**src/rtl/piano_pkg.sv**
```systemverilog
// piano_pkg: note codes, owner encodings and arbiter state shared across the piano design
package piano_pkg;
    localparam logic [4:0] NOTE_REST = 5'd21;
    localparam logic [4:0] NOTE_MAX  = 5'd20;
    localparam logic [1:0] OWNER_NONE = 2'd0;
    localparam logic [1:0] OWNER_LIVE = 2'd1;
    localparam logic [1:0] OWNER_SONG = 2'd2;
    typedef enum logic [1:0] {IDLE, PLAY, GAP} state_t;
endpackage

```
**src/rtl/tone_arbiter.sv**
```systemverilog
// tone_arbiter: shares the tone synthesiser between keyboard and song player,
// holding each note a minimum time and separating notes with a silent gap
module tone_arbiter
    import piano_pkg::*;
#(
    parameter int GAP_CYCLES      = 500000,
    parameter int MIN_PLAY_CYCLES = 2500000
) (
    input  logic       inclk,
    input  logic       reset,
    input  logic [4:0] live_note,
    input  logic [4:0] song_note,
    input  logic       song_active,
    input  logic       channel_sel,
    input  logic       mute,
    output logic [4:0] tone_note,
    output logic [1:0] owner,
    output logic       note_strobe,
    output logic       busy
);
    localparam int MAXC = GAP_CYCLES > MIN_PLAY_CYCLES ? GAP_CYCLES : MIN_PLAY_CYCLES;
    localparam int CW   = $clog2(MAXC + 1);
    state_t        state;
    logic [CW-1:0] cnt;
    logic [4:0]    r_live, r_song;
    logic          r_act, r_sel, r_mute;
    logic          live_req, song_req, w_live, w_song;
    logic [1:0]    w_owner;
    logic [4:0]    w_note;
    always_comb begin
        live_req = r_live <= NOTE_MAX;
        song_req = r_act && (r_song <= NOTE_MAX);
        w_live   = live_req && (r_sel || !song_req);
        w_song   = song_req && !w_live;
        w_owner  = w_live ? OWNER_LIVE : (w_song ? OWNER_SONG : OWNER_NONE);
        w_note   = w_live ? r_live : r_song;
    end
    always_ff @(posedge inclk or posedge reset) begin
        if (reset) begin
            r_live      <= NOTE_REST;
            r_song      <= NOTE_REST;
            r_act       <= 1'b0;
            r_sel       <= 1'b0;
            r_mute      <= 1'b0;
            state       <= IDLE;
            cnt         <= '0;
            tone_note   <= NOTE_REST;
            owner       <= OWNER_NONE;
            note_strobe <= 1'b0;
            busy        <= 1'b0;
        end else begin
            r_live      <= live_note;
            r_song      <= song_note;
            r_act       <= song_active;
            r_sel       <= channel_sel;
            r_mute      <= mute;
            note_strobe <= 1'b0;
            if (r_mute) begin
                state     <= IDLE;
                cnt       <= '0;
                tone_note <= NOTE_REST;
                owner     <= OWNER_NONE;
                busy      <= 1'b0;
            end else begin
                case (state)
                    IDLE: if (w_owner != OWNER_NONE) begin
                        state       <= PLAY;
                        cnt         <= CW'(MIN_PLAY_CYCLES - 1);
                        tone_note   <= w_note;
                        owner       <= w_owner;
                        note_strobe <= 1'b1;
                        busy        <= 1'b1;
                    end
                    // tone_note doubles as the latched note while playing
                    PLAY: if (cnt != '0) cnt <= cnt - CW'(1);
                    else if (w_owner != owner || w_note != tone_note) begin
                        state     <= GAP;
                        cnt       <= CW'(GAP_CYCLES - 1);
                        tone_note <= NOTE_REST;
                        owner     <= OWNER_NONE;
                    end
                    GAP: if (cnt != '0) cnt <= cnt - CW'(1);
                    else begin
                        state <= IDLE;
                        busy  <= 1'b0;
                    end
                    default: state <= IDLE;
                endcase
            end
        end
    end
endmodule

```
**config.mk**
```make
export PLATFORM = sky130hd
export DESIGN_NAME = tone_arbiter
export DESIGN_NICKNAME = d
export VERILOG_FILES = /design/src/rtl/piano_pkg.sv /design/src/rtl/tone_arbiter.sv
export SDC_FILE = /design/constraint.sdc
export NUM_CORES = 1
export LEC_CHECK = 0
export BUFFER_PORTS_ARGS = -buffer_cell sky130_fd_sc_hd__buf_2
export CAP_MARGIN = 0
export CORE_MARGIN = 2
export CORE_UTILIZATION = 50
export CTS_CLUSTER_SIZE = 28
export DETAILED_ROUTE_END_ITERATION = 16
export GPL_TIMING_DRIVEN = 0
export PLACE_DENSITY = 0.69
export SLEW_MARGIN = 20
export SYNTH_ARGS = -nofsm -noshare
export SYNTH_HDL_FRONTEND = slang
export SYNTH_SLANG_ARGS = --single-unit
```
**constraint.sdc**
```tcl
create_clock -name inclk -period 3.6 [get_ports inclk]
set_clock_uncertainty 0.15 [all_clocks]
set_input_delay 0.72 -clock inclk [delete_from_list [all_inputs] [get_ports inclk]]
set_output_delay 0.72 -clock inclk [all_outputs]
set_load 0.1 [all_outputs]
```
==> results of run 1 <==
==> per-layer routing <==
| layer | up-vias | track usage (%) | wire length, um |
|---|---|---|---|
| li1 | 1157 | - | - |
| met1 | 1184 | 33.9 | 3130 |
| met2 | 107 | 33.4 | 2840 |
| met3 | 5 | 4.12 | 413 |
| met4 | 0 | 3.75 | 46 |
| met5 | - | 0 | 0 |
==> layout make-up <==
type	count	share of cell area [%]
clock inverter	3	0.833
sequential	46	38.7
buffer	11	1.96
multi-input combinational	225	47.7
tap	70	2.92
clock buffer	5	2.29
inverter	9	1.13
timing repair buffer	24	4.50
==> power breakdown <==
group / internal, mW / switching, mW / total, mW / leakage (nW)
clock: 0.140 / 0.188 / 0.329 / 0.0447
combinational: 0.292 / 0.667 / 0.960 / 0.727
sequential: 0.634 / 0.0999 / 0.734 / 0.569
total: 1.07 / 0.956 / 2.02 / 1.34
==> per-stage QoR <==
stage                     worst slack (ns)  hold WS [ns]  area [um^2]  std cells  utilization (%)
after floorplan                      0.588         0.314         2680        291                -
after global placement               0.126         0.330         2880        384             56.1
after detailed placement             0.111         0.334         2900        385             56.5
after CTS                           0.0852         0.291         3000        393             58.3
after global routing                0.0885         0.300         3000        393             58.4
final                                0.293         0.278         3000        393             58.4
==> placed cells by master, fill, tap and decap left out, types with 2 or more instances in the layout <==
cell       n
dfrtp_1   37
buf_2     24
nand2_1   23
a21oi_1   21
nor2_1    20
o31ai_1   19
nand3_1   15
o21ai_1   15
o21ai_0   13
a21o_1    11
nor3_1    10
dfstp_2    9
inv_1      8
clkbuf_1   7
a31oi_1    5
mux2_1     5
ha_1       5
clkbuf_8   5
o211ai_1   4
nor4_1     3
nand2b_1   3
or3_4      3
nand3b_1   3
and2_1     3
nor3b_1    3
a22o_1     3
o21a_1     2
or3_1      2
nor4_4     2
or2_1      2
and3_1     2
a211oi_1   2
buf_6      2
or2_2      2
a211o_1    2
==> sequential cells by signal, summed over array words and instances (netlist names) <==
signal and cells:
note_strobe 1, owner 2, busy 1, cnt 22
r_sel 1, tone_note 5, r_song 5, r_live 5
r_act 1, r_mute 1, state 2
==> cell families after synthesis <==
| group | count (synthesis) | share of synthesized area, % |
|---|---|---|
| AO/OA/AOI/OAI | 110 | 26.6 |
| XOR/XNOR | 1 | 0.327 |
| adder cells (fa/ha/maj) | 5 | 2.34 |
| multiplexers | 5 | 2.10 |
| flip-flops | 46 | 43.4 |
| buffers and inverters | 20 | 3.41 |
| AND/OR/NAND/NOR | 104 | 21.8 |
==> timing repair <==
item,4_1_cts,5_1_grt
setup buffers,0,0
hold buffers,0,0
gates resized for setup,0,3
endpoints found under the setup margin,0,26
==> worst paths after layout <==
check,start,end,slack [ns],cells after the start
setup / recovery,cnt[0],owner[0],0.29,10
hold / removal,reset,cnt[9],0.28,2
setup reg to reg,cnt[0],owner[0],0.29,10
hold reg to reg,cnt[21],cnt[21],0.35,1
max in group asynchronous,reset,tone_note[4],2.46,3
min in group inclk,cnt[21],cnt[21],0.35,1
==> metrics.sh, run 1 <==
CTSROOTBUFFERMASTER='clkbuf_8'
WORST_PATH_DOMINANT_CELL_FAMILY='simple AND/OR/NAND/NOR gates'
MAX_FREQUENCY_MHz=302
IOPINCOUNT=24
WORSTPATHMAXFANOUT=6
SEQ_AREA_UM2=1160
FINAL_LAYOUT_SIZE_SUFFIX_GT1_SHARE_PCT=17.3
HP-CLASS='in -> async'
CTS-BUFFERS-INSERTED=5
WORST_SKEW_PAIR.LATE_LATENCY_NS=0.30
PLACE_CONGESTION=0.866
WORSTMARGINPINSLEW_NS=0.603
CELLPOWERDENSITY_nW_PER_UM2=674
DOMINANT_REGISTER_CELL_IN_THE_SYNTHESIZED_NETLIST='dfrtp_1'
SYNTH.LIB_CELLS_USED.DISTINCT=55
NUMBER_OF_PINS_EXCEEDING_THEIR_MAX_SLEW_LIMIT_IN_THE_FINAL_REPORT=0
GRT_FIRST_PASS_WIRELENGTH_MM=10.8
DIE-AREA_UM2=5960
NETS=342
P_TOTAL_mW=2.02
SYNTH_SEQ_CELLS=46
FIRST_PASS_ITERS=5
DIE_W_UM=77.2
LEAKAGEPOWER_nW=1.34
SYNTH.CELLS.MOST_FREQUENT='dfrtp_1 (37), nand2_1 (23), a21oi_1 (21)'
PATH_CELLS='inv_1 > ha_1 > nor4b_2 > nand3b_1 > or2_1 > or3_4 > a21oi_1 > a21oi_1 > nor2_4 > mux2_1'
PLACED_WIRE_LENGTH_ESTIMATE_AFTER_DETAILED_PLACEMENT_MM=4.60
ANTENNA_VIOLATIONS_BEFORE_REPAIR=0
NFILLCELLS=475
MULTI_INPUT_COMB_AREA_UM2=1430
SETUP-VIOLATIONS-FINAL=0
CTS.SINK_COUNT=46
CLOCK_TREE_FROM_TRITONCTS='yes'
SETUP.WORST_PATH.START_CLASS='flop'
PROPORTION_OF_SYNTHESIZED_CHIP_AREA_IN_SEQUENTIAL_CELLS_PCT=43.4
CRITPATHBUFINV=1
CORE.ROWCOUNT=26
PATH_CLK_SLEW_NS=0.09
MAXIMUM_NUMBER_OF_PINS_ON_ONE_NET_BEFORE_GLOBAL_ROUTE_REPAIR=25
GRT_SETUP_UNREPAIRED='false'
AGGREGATE_NEGATIVE_SETUP_SLACK_NS=0
STATUS='complete, no violations'
FINAL_ANTENNA_NET_COUNT=0
CORE_REGION_AREA_UM2=5140
SYNTH_CELLS=291
AREA_GROWTH_PCT=12.1
SYN_AREA_UM2=2680
VIAS=2453
PEAKVDDDROP_V=0.000314
GRT.TOTAL_USAGE_PCT=22.3
ROUTE.DETAILED.VIAS_PER_INST=6.24
SYNTHESIZED_AREA_DIVIDED_BY_SYNTHESIZED_CELL_COUNT_UM2=9.21
ANTENNADIODECOUNT=0
SYN-NUM-NETS=311
YS_ASYNC_SR_FRACTION_PCT=100
TIMING.CRITICAL_PATH.MODE_CELL='a21oi_1'
PERIOD_NEEDED_NS=3.31
MIN_PERIOD_OVER_PERIOD_PCT=91.9
POST-SYNTH-TOP-COUNT-CELL='dfrtp_1'
INITIAL_UTILIZATION_PCT=52.1
CP-END-KIND='flop'
TIMING.MAX_SLEW.REL_SLACK_PCT=59.6
ROUTED_WIRE_PER_STD_CELL_UM=16.4
DETAIL_ROUTE.WIRELENGTH_MM=6.43
CRITICAL_PATH_REQUIRED_NS=3.63
NETLIST.TOP_CELL.BY_AREA='dfrtp_1'
TIMING.CRITICAL_PATH.SLOWEST_CELL_DELAY_NS=0.44
TIMING.CRITICAL_PATH.ARRIVAL_NS=3.33
SYNTH_TOP_AREA_SHARE_PCT=34.6
DETAIL_ROUTE.ITER0.VIOLATIONS=196
CRITICAL-PATH-SLOWEST-CELL='dfrtp_1'
DRC=0
POST_SYNTH_MAIN_AREA_CONTRIBUTORS='dfrtp_1 (35%), dfstp_2 (8.8%), o31ai_1 (5.3%)'
IO_BUFFER_COUNT=23
CTSHTREEMAXLEVEL=2
CRITICAL_PATH_START_END_CLASSIFICATION='reg -> reg'
CLOCK_TREE.BUFFER_DEPTH=2
MAX_CAP_VIOL_COUNT=0
DIE_H_UM=77.2
YS.WARNINGS.COUNT=0
GR_OVFL_TOTAL=0
NUMBER_OF_GLOBAL_ROUTE_VIAS_BEFORE_REPAIR=2180
FINALHOLDVIOLCOUNT=0
SYNTH_ENABLE_FLOP_CELLS=0
Power figures use the tool's default switching activity.
==> run 2: changes to the inputs <==
- PLACE_DENSITY: 0.69 -> unset
- PLACE_DENSITY_LB_ADDON: unset -> 0.2
==> metrics.sh, run 2 (synthesized netlist as in run 1, its figures left out) <==
STATUS='complete, no violations'  # unchanged
RR_WORST_DEPTH=10  # unchanged
CELLPOWERDENSITY_nW_PER_UM2=706  # was 674 nW/um^2
REGISTERS.TOP_BY_FF_COUNT='cnt'  # unchanged
CRITICAL_PATH_REQUIRED_NS=3.63  # about the same
DP_CELLS=385  # unchanged
DRC=0  # unchanged
CTS_RESIZED=0  # unchanged
CTS_POST_SETUP_BUFFERS_INSERTED=0  # unchanged
FINAL_LAYOUT_SIZE_SUFFIX_GT1_SHARE_PCT=17.3  # unchanged
R2R-END='owner[0]'  # unchanged
INITIAL_UTILIZATION_PCT=52.1  # unchanged
GR_OVFL_TOTAL=0  # unchanged
DETAIL_ROUTE.ITER0.VIOLATIONS=247  # was 196
SETUP-VIOLATIONS-FINAL=0  # unchanged
CLOCK_TREE.BUFFER_DEPTH=2  # unchanged
WORSTPATHMAXFANOUT=6  # unchanged
WORSTMARGINPINSLEW_NS=0.605  # was 0.603 ns
NUMBER_OF_GLOBAL_ROUTE_VIAS_BEFORE_REPAIR=2250  # was 2180
GRT.TOTAL_USAGE_PCT=22.8  # was 22.3%
CP-END-KIND='flop'  # unchanged
ANTENNADIODECOUNT=0  # unchanged
AGGREGATE_NEGATIVE_SETUP_SLACK_NS=0  # unchanged
LAYOUT.CELLS.MOST_COMMON_LIST='dfrtp_1 (37), buf_2 (24), nand2_1 (23)'  # unchanged
IO_BUFFER_COUNT=23  # unchanged
UTILIZATION_PCT=59.5  # was 58.4%
FINAL_AREA_UM2=3060  # was 3000 um^2
CTS-BUFFERS-INSERTED=5  # unchanged
CORE.ROWCOUNT=26  # unchanged
MAX_CAP_VIOL_COUNT=0  # unchanged
DIE_H_UM=77.2  # unchanged
CRITICAL_PATH_START_END_CLASSIFICATION='reg -> reg'  # unchanged
NETS=342  # unchanged
PATH_CLK_SLEW_NS=0.09  # about the same
ANTENNA_VIOLATIONS_BEFORE_REPAIR=0  # unchanged
IOPINCOUNT=24  # unchanged
HP-CLASS='in -> async'  # unchanged
LAYOUT.CELLS.MOST_COMMON='dfrtp_1'  # unchanged
DETAIL_ROUTE.WIRELENGTH_MM=6.32  # was 6.43 mm
AREA_GROWTH_PCT=14.2  # was 12.1%
GRT_FIRST_PASS_WIRELENGTH_MM=11.0  # was 10.8 mm
FINAL_ANTENNA_NET_COUNT=0  # unchanged
MAX_FREQUENCY_MHz=302  # about the same
TIMING.MAX_SLEW.REL_SLACK_PCT=59.5  # was 59.6%
PRE_CTS_SLACK_NS=0.0809  # was 0.111 ns
ROUTE.DETAILED.VIAS_PER_INST=6.09  # was 6.24
CTSHTREEMAXLEVEL=2  # unchanged
TIMING.CRITICAL_PATH.ARRIVAL_NS=3.34  # was 3.33 ns
R2R_SLACK_NS=0.29  # about the same
STARTPOINT_OF_THE_WORST_REGISTER_TO_REGISTER_PATH='cnt[0]'  # unchanged
CORE_REGION_AREA_UM2=5140  # unchanged
CTS.SINK_COUNT=46  # unchanged
VIAS=2395  # was 2453
ROUTED_WIRE_PER_STD_CELL_UM=16.1  # was 16.4 um
PEAKVDDDROP_V=0.000358  # was 0.000314 V
PERIOD_NEEDED_NS=3.31  # about the same
INSTANCES_NO_FILL=393  # unchanged
FINALHOLDVIOLCOUNT=0  # unchanged
WORST_SKEW_PAIR.LATE_LATENCY_NS=0.30  # about the same
CTSROOTBUFFERMASTER='clkbuf_8'  # unchanged
DIE_W_UM=77.2  # unchanged
SETUP_WS_NS=0.292  # was 0.293 ns
PLACEDINSTANCEAREA_UM2=2910  # was 2900 um^2
MAXIMUM_NUMBER_OF_PINS_ON_ONE_NET_BEFORE_GLOBAL_ROUTE_REPAIR=26  # was 25
NUMBER_OF_PINS_EXCEEDING_THEIR_MAX_SLEW_LIMIT_IN_THE_FINAL_REPORT=0  # unchanged
FLIP_FLOP_COUNT_OF_THE_LARGEST_REGISTER_AFTER_LAYOUT=22  # unchanged
LEAKAGEPOWER_nW=1.37  # was 1.34 nW
CTS_HOLD_BUF=0  # unchanged
SETUP.WORST_PATH.START_CLASS='flop'  # unchanged
MIN_PERIOD_OVER_PERIOD_PCT=91.9  # about the same
FIRST_PASS_ITERS=5  # unchanged
GRT_SETUP_UNREPAIRED='false'  # unchanged
DIE-AREA_UM2=5960  # unchanged
PLACED_WIRE_LENGTH_ESTIMATE_AFTER_DETAILED_PLACEMENT_MM=4.56  # was 4.60 mm
PLACE_CONGESTION=0.910  # was 0.866
CLOCK_TREE_FROM_TRITONCTS='yes'  # unchanged
[run 2: critical path, cell delays in order (launching register included)]
cell and delay (ns):
dfrtp_1 0.44, inv_1 0.08, ha_1 0.22, nor4b_2 0.37
nand3b_1 0.28, or2_1 0.33, or3_4 0.38, a21oi_1 0.17
a21oi_1 0.18, nor2_4 0.22, mux2_1 0.34
[run 2: layer usage]
metal | vias up | GRT usage [%] | wire (um)
li1 | 1154 | - | -
met1 | 1121 | 34.2 | 2970
met2 | 101 | 33.0 | 2800
met3 | 19 | 4.12 | 417
met4 | 0 | 7.68 | 133
met5 | - | 0 | 0
[run 2: report_power, final]
group / internal, mW / switching [mW] / total [mW]
registers: 0.634 / 0.0988 / 0.733
logic: 0.294 / 0.660 / 0.954
clock network: 0.296 / 0.175 / 0.471
[run 2: worst max-delay path by stage]
stage,slack [ns],end,startpoint,cells after the start
2_1_floorplan,0.59,owner[0],cnt[0],10
3_3_place_gp,0.1,cnt[21],cnt[0],10
3_5_place_dp,0.08,cnt[21],cnt[0],10
4_1_cts,0.06,cnt[21],cnt[0],10
5_1_grt,0.13,owner[0],cnt[0],10
6_report,0.29,owner[0],cnt[0],10
[run 2: layout make-up]
type                    instances  area, um^2
plain buffers                  11        58.8
fillers                       480        2080
clock buffers                   6        82.6
multi-input cells             225        1430
inverters                       9        33.8
flip-flops and latches         46        1160
repair buffers                 24         143
well taps                      70        87.6
clock inverters                 2        60.1
[run 2: stage by stage]
step | total power, mW | hold slack (ns)
CTS | 2.15 | 0.319
global placement | 1.66 | 0.333
floorplan | 1.47 | 0.314
detailed placement | 1.67 | 0.339
finish | 2.16 | 0.298
global route | 2.29 | 0.335
==> run 3: changes to the inputs <==
==> constraint.sdc (replaced) <==
create_clock -name inclk -period 3.6 [get_ports inclk]
set_clock_uncertainty 0.15 [all_clocks]
set_input_delay 0.18 -clock inclk [delete_from_list [all_inputs] [get_ports inclk]]
set_output_delay 0.18 -clock inclk [all_outputs]
set_load 0.1 [all_outputs]
==> metrics.sh, run 3 (synthesized netlist as in run 1, its figures left out) <==
SETUP-VIOLATIONS-FINAL=0  # unchanged
CELL_INTERNAL_PWR_mW=1.23  # was 1.22 mW
GRT_SETUP_UNREPAIRED='false'  # unchanged
NUMBER_OF_PINS_EXCEEDING_THEIR_MAX_SLEW_LIMIT_IN_THE_FINAL_REPORT=0  # unchanged
WORST_PATH_DOMINANT_CELL_FAMILY='simple AND/OR/NAND/NOR gates'  # unchanged
PATH_CLK_SLEW_NS=0.09  # about the same
FINALHOLDVIOLCOUNT=0  # unchanged
STATUS='complete, no violations'  # unchanged
DETAIL_ROUTE.WIRELENGTH_MM=6.63  # was 6.32 mm
LAYOUT.CELLS.MOST_COMMON='dfrtp_1'  # unchanged
SEQ_AREA_UM2=1160  # unchanged
DP_CELLS=385  # unchanged
PEAKVDDDROP_V=0.000365  # was 0.000358 V
HP-CLASS='in -> async'  # unchanged
DIE_W_UM=77.2  # unchanged
TIMING.CRITICAL_PATH.MODE_CELL='a21oi_1'  # unchanged
INSTANCES_NO_FILL=407  # was 393
AREA_GROWTH_PCT=19.4  # was 14.2%
CTS.SINK_COUNT=46  # unchanged
CRITPATHBUFINV=1  # unchanged
NETSWITCHINGFRACTION_PCT=43.2  # was 43.3%
POWER.SEQUENTIAL.FRACTION_PCT=33.8  # was 34.0%
LEAKAGEPOWER_nW=1.43  # was 1.37 nW
WORSTMARGINPINSLEW_NS=0.612  # was 0.605 ns
IO_BUFFER_COUNT=23  # unchanged
MAX_FREQUENCY_MHz=301  # was 302 MHz
PLACEDINSTANCEAREA_UM2=2910  # unchanged
FINAL_AREA_UM2=3200  # was 3060 um^2
PERIOD_NEEDED_NS=3.32  # was 3.31 ns
ROUTED_WIRE_PER_STD_CELL_UM=16.3  # was 16.1 um
R2R_SLACK_NS=0.28  # was 0.29 ns
SETUP.WORST_PATH.START_CLASS='flop'  # unchanged
FIRST_PASS_ITERS=5  # unchanged
CTSHTREEMAXLEVEL=2  # unchanged
TIMING.CRITICAL_PATH.SLOWEST_CELL_DELAY_NS=0.44  # about the same
DRC=0  # unchanged
CRITICAL-PATH-SLOWEST-CELL='dfrtp_1'  # unchanged
LAYOUT.CELLS.MOST_COMMON_LIST='dfrtp_1 (37), buf_2 (24), nand2_1 (23)'  # unchanged
UTILIZATION_PCT=62.2  # was 59.5%
MULTI_INPUT_COMB_AREA_UM2=1430  # unchanged
INITIAL_UTILIZATION_PCT=52.1  # unchanged
POWER.SWITCHING_mW=0.940  # was 0.934 mW
COMBINATIONALPOWERSHARE_PCT=44.5  # was 44.2%
ROUTE.DETAILED.VIAS_PER_INST=6.09  # about the same
CTS-BUFFERS-INSERTED=5  # unchanged
PATH_CELLS='inv_1 > ha_1 > nor4b_2 > nand3b_1 > or2_1 > or3_4 > a21oi_1 > a21oi_1 > nor2_4 > mux2_1'  # unchanged
GRT_FIRST_PASS_WIRELENGTH_MM=11.4  # was 11.0 mm
CELLPOWERDENSITY_nW_PER_UM2=680  # was 706 nW/um^2
POWER.CLOCK.FRACTION_PCT=21.7  # was 21.8%
NETS=356  # was 342
CTS_POST_SETUP_BUFFERS_INSERTED=0  # unchanged
TIMING.CRITICAL_PATH.ARRIVAL_NS=3.35  # was 3.34 ns
NFILLCELLS=462  # was 480
FLIP_FLOP_COUNT_OF_THE_LARGEST_REGISTER_AFTER_LAYOUT=22  # unchanged
VIAS=2480  # was 2395
FINAL_LAYOUT_SIZE_SUFFIX_GT1_SHARE_PCT=16.6  # was 17.3%
MAXIMUM_NUMBER_OF_PINS_ON_ONE_NET_BEFORE_GLOBAL_ROUTE_REPAIR=26  # unchanged
AGGREGATE_NEGATIVE_SETUP_SLACK_NS=0  # unchanged
TIMING.MAX_SLEW.REL_SLACK_PCT=58.8  # was 59.5%
PLACED_WIRE_LENGTH_ESTIMATE_AFTER_DETAILED_PLACEMENT_MM=4.56  # unchanged
CRITICAL_PATH_START_END_CLASSIFICATION='reg -> reg'  # unchanged
REGISTERS.TOP_BY_FF_COUNT='cnt'  # unchanged
IOPINCOUNT=24  # unchanged
CLOCK_TREE.BUFFER_DEPTH=2  # unchanged
MAX_CAP_VIOL_COUNT=0  # unchanged
DIE-AREA_UM2=5960  # unchanged
ANTENNA_VIOLATIONS_BEFORE_REPAIR=0  # unchanged
DIE_H_UM=77.2  # unchanged
WORST_SKEW_PAIR.LATE_LATENCY_NS=0.30  # about the same
GRT.TOTAL_USAGE_PCT=23.7  # was 22.8%
CP-END-KIND='flop'  # unchanged
ANTENNADIODECOUNT=0  # unchanged
GR_OVFL_TOTAL=0  # unchanged
PLACE_CONGESTION=0.910  # unchanged
CORE.ROWCOUNT=26  # unchanged
FINAL_ANTENNA_NET_COUNT=0  # unchanged
MIN_PERIOD_OVER_PERIOD_PCT=92.2  # was 91.9%
CRITICAL_PATH_REQUIRED_NS=3.63  # about the same
WORSTPATHMAXFANOUT=6  # unchanged
DETAIL_ROUTE.ITER0.VIOLATIONS=205  # was 247
CTSROOTBUFFERMASTER='clkbuf_8'  # unchanged
CLOCK_TREE_FROM_TRITONCTS='yes'  # unchanged
CORE_REGION_AREA_UM2=5140  # unchanged
NUMBER_OF_GLOBAL_ROUTE_VIAS_BEFORE_REPAIR=2348  # was 2250
## run 3: changes by cell type in the layout (fill, tap and decap cells not counted), sizes merged
cell / before / now
dlygate4sd3: 0 / 14
## run 3: stage by stage
| step | hold WS (ns) | setup slack (ns) | total power [mW] |
|---|---|---|---|
| after floorplan | 0.0345 | 0.588 | 1.47 |
| after global placement | 0.135 | 0.0972 | 1.66 |
| after detailed placement | 0.0987 | 0.0809 | 1.67 |
| after CTS | 0.328 | 0.0576 | 2.16 |
| after global routing | 0.359 | 0.131 | 2.30 |
| final | 0.309 | 0.279 | 2.17 |
## run 3: layout make-up
type                       count  area share (%)
tap                           70            2.74
sequential                    46            36.3
timing repair buffer          38            8.84
inverter                       9            1.06
buffer                        11            1.84
clock inverter                 2            1.88
clock buffer                   6            2.58
multi-input combinational    225            44.7
## run 3: worst paths after layout
kind	from	end	cells after the start
worst max-delay path	cnt[0]	owner[0]	10
worst min register to register	cnt[21]	cnt[21]	1
min in group inclk	cnt[21]	cnt[21]	1
worst max register to register	cnt[0]	owner[0]	10
max in group asynchronous	reset	tone_note[2]	4
worst min-delay path	reset	cnt[10]	3
## run 3: what timing repair did
action | CTS | global route
endpoints found under the hold margin | 34 | 0
hold buffers | 14 | 0
setup endpoints to repair | 0 | 26
resized for setup | 0 | 3
## run 3: power by group through the flow
stage / Clock, mW / Sequential (mW) / Combinational, mW
2_1_floorplan: 0 / 0.921 / 0.554
3_3_place_gp: 0 / 0.738 / 0.918
3_5_place_dp: 0 / 0.736 / 0.936
4_1_cts: 0.478 / 0.728 / 0.954
5_1_grt: 0.502 / 0.749 / 1.05
6_report: 0.472 / 0.735 / 0.967
## run 3: tightest hold or removal path: stages
cell,delay (ns)
dlygate4sd3_1,0.53
buf_2,0.12
inv_2,0.38
## run 3: per-layer routing
layer  global-route usage, %  vias to the layer above  part of all wire [%]
met3                    4.35                       21                   5.6
met5                       0                        -                     0
met4                    7.68                        0                   2.1
met2                    35.7                      103                    45
li1                        -                     1187                     -
met1                    34.6                     1169                    47
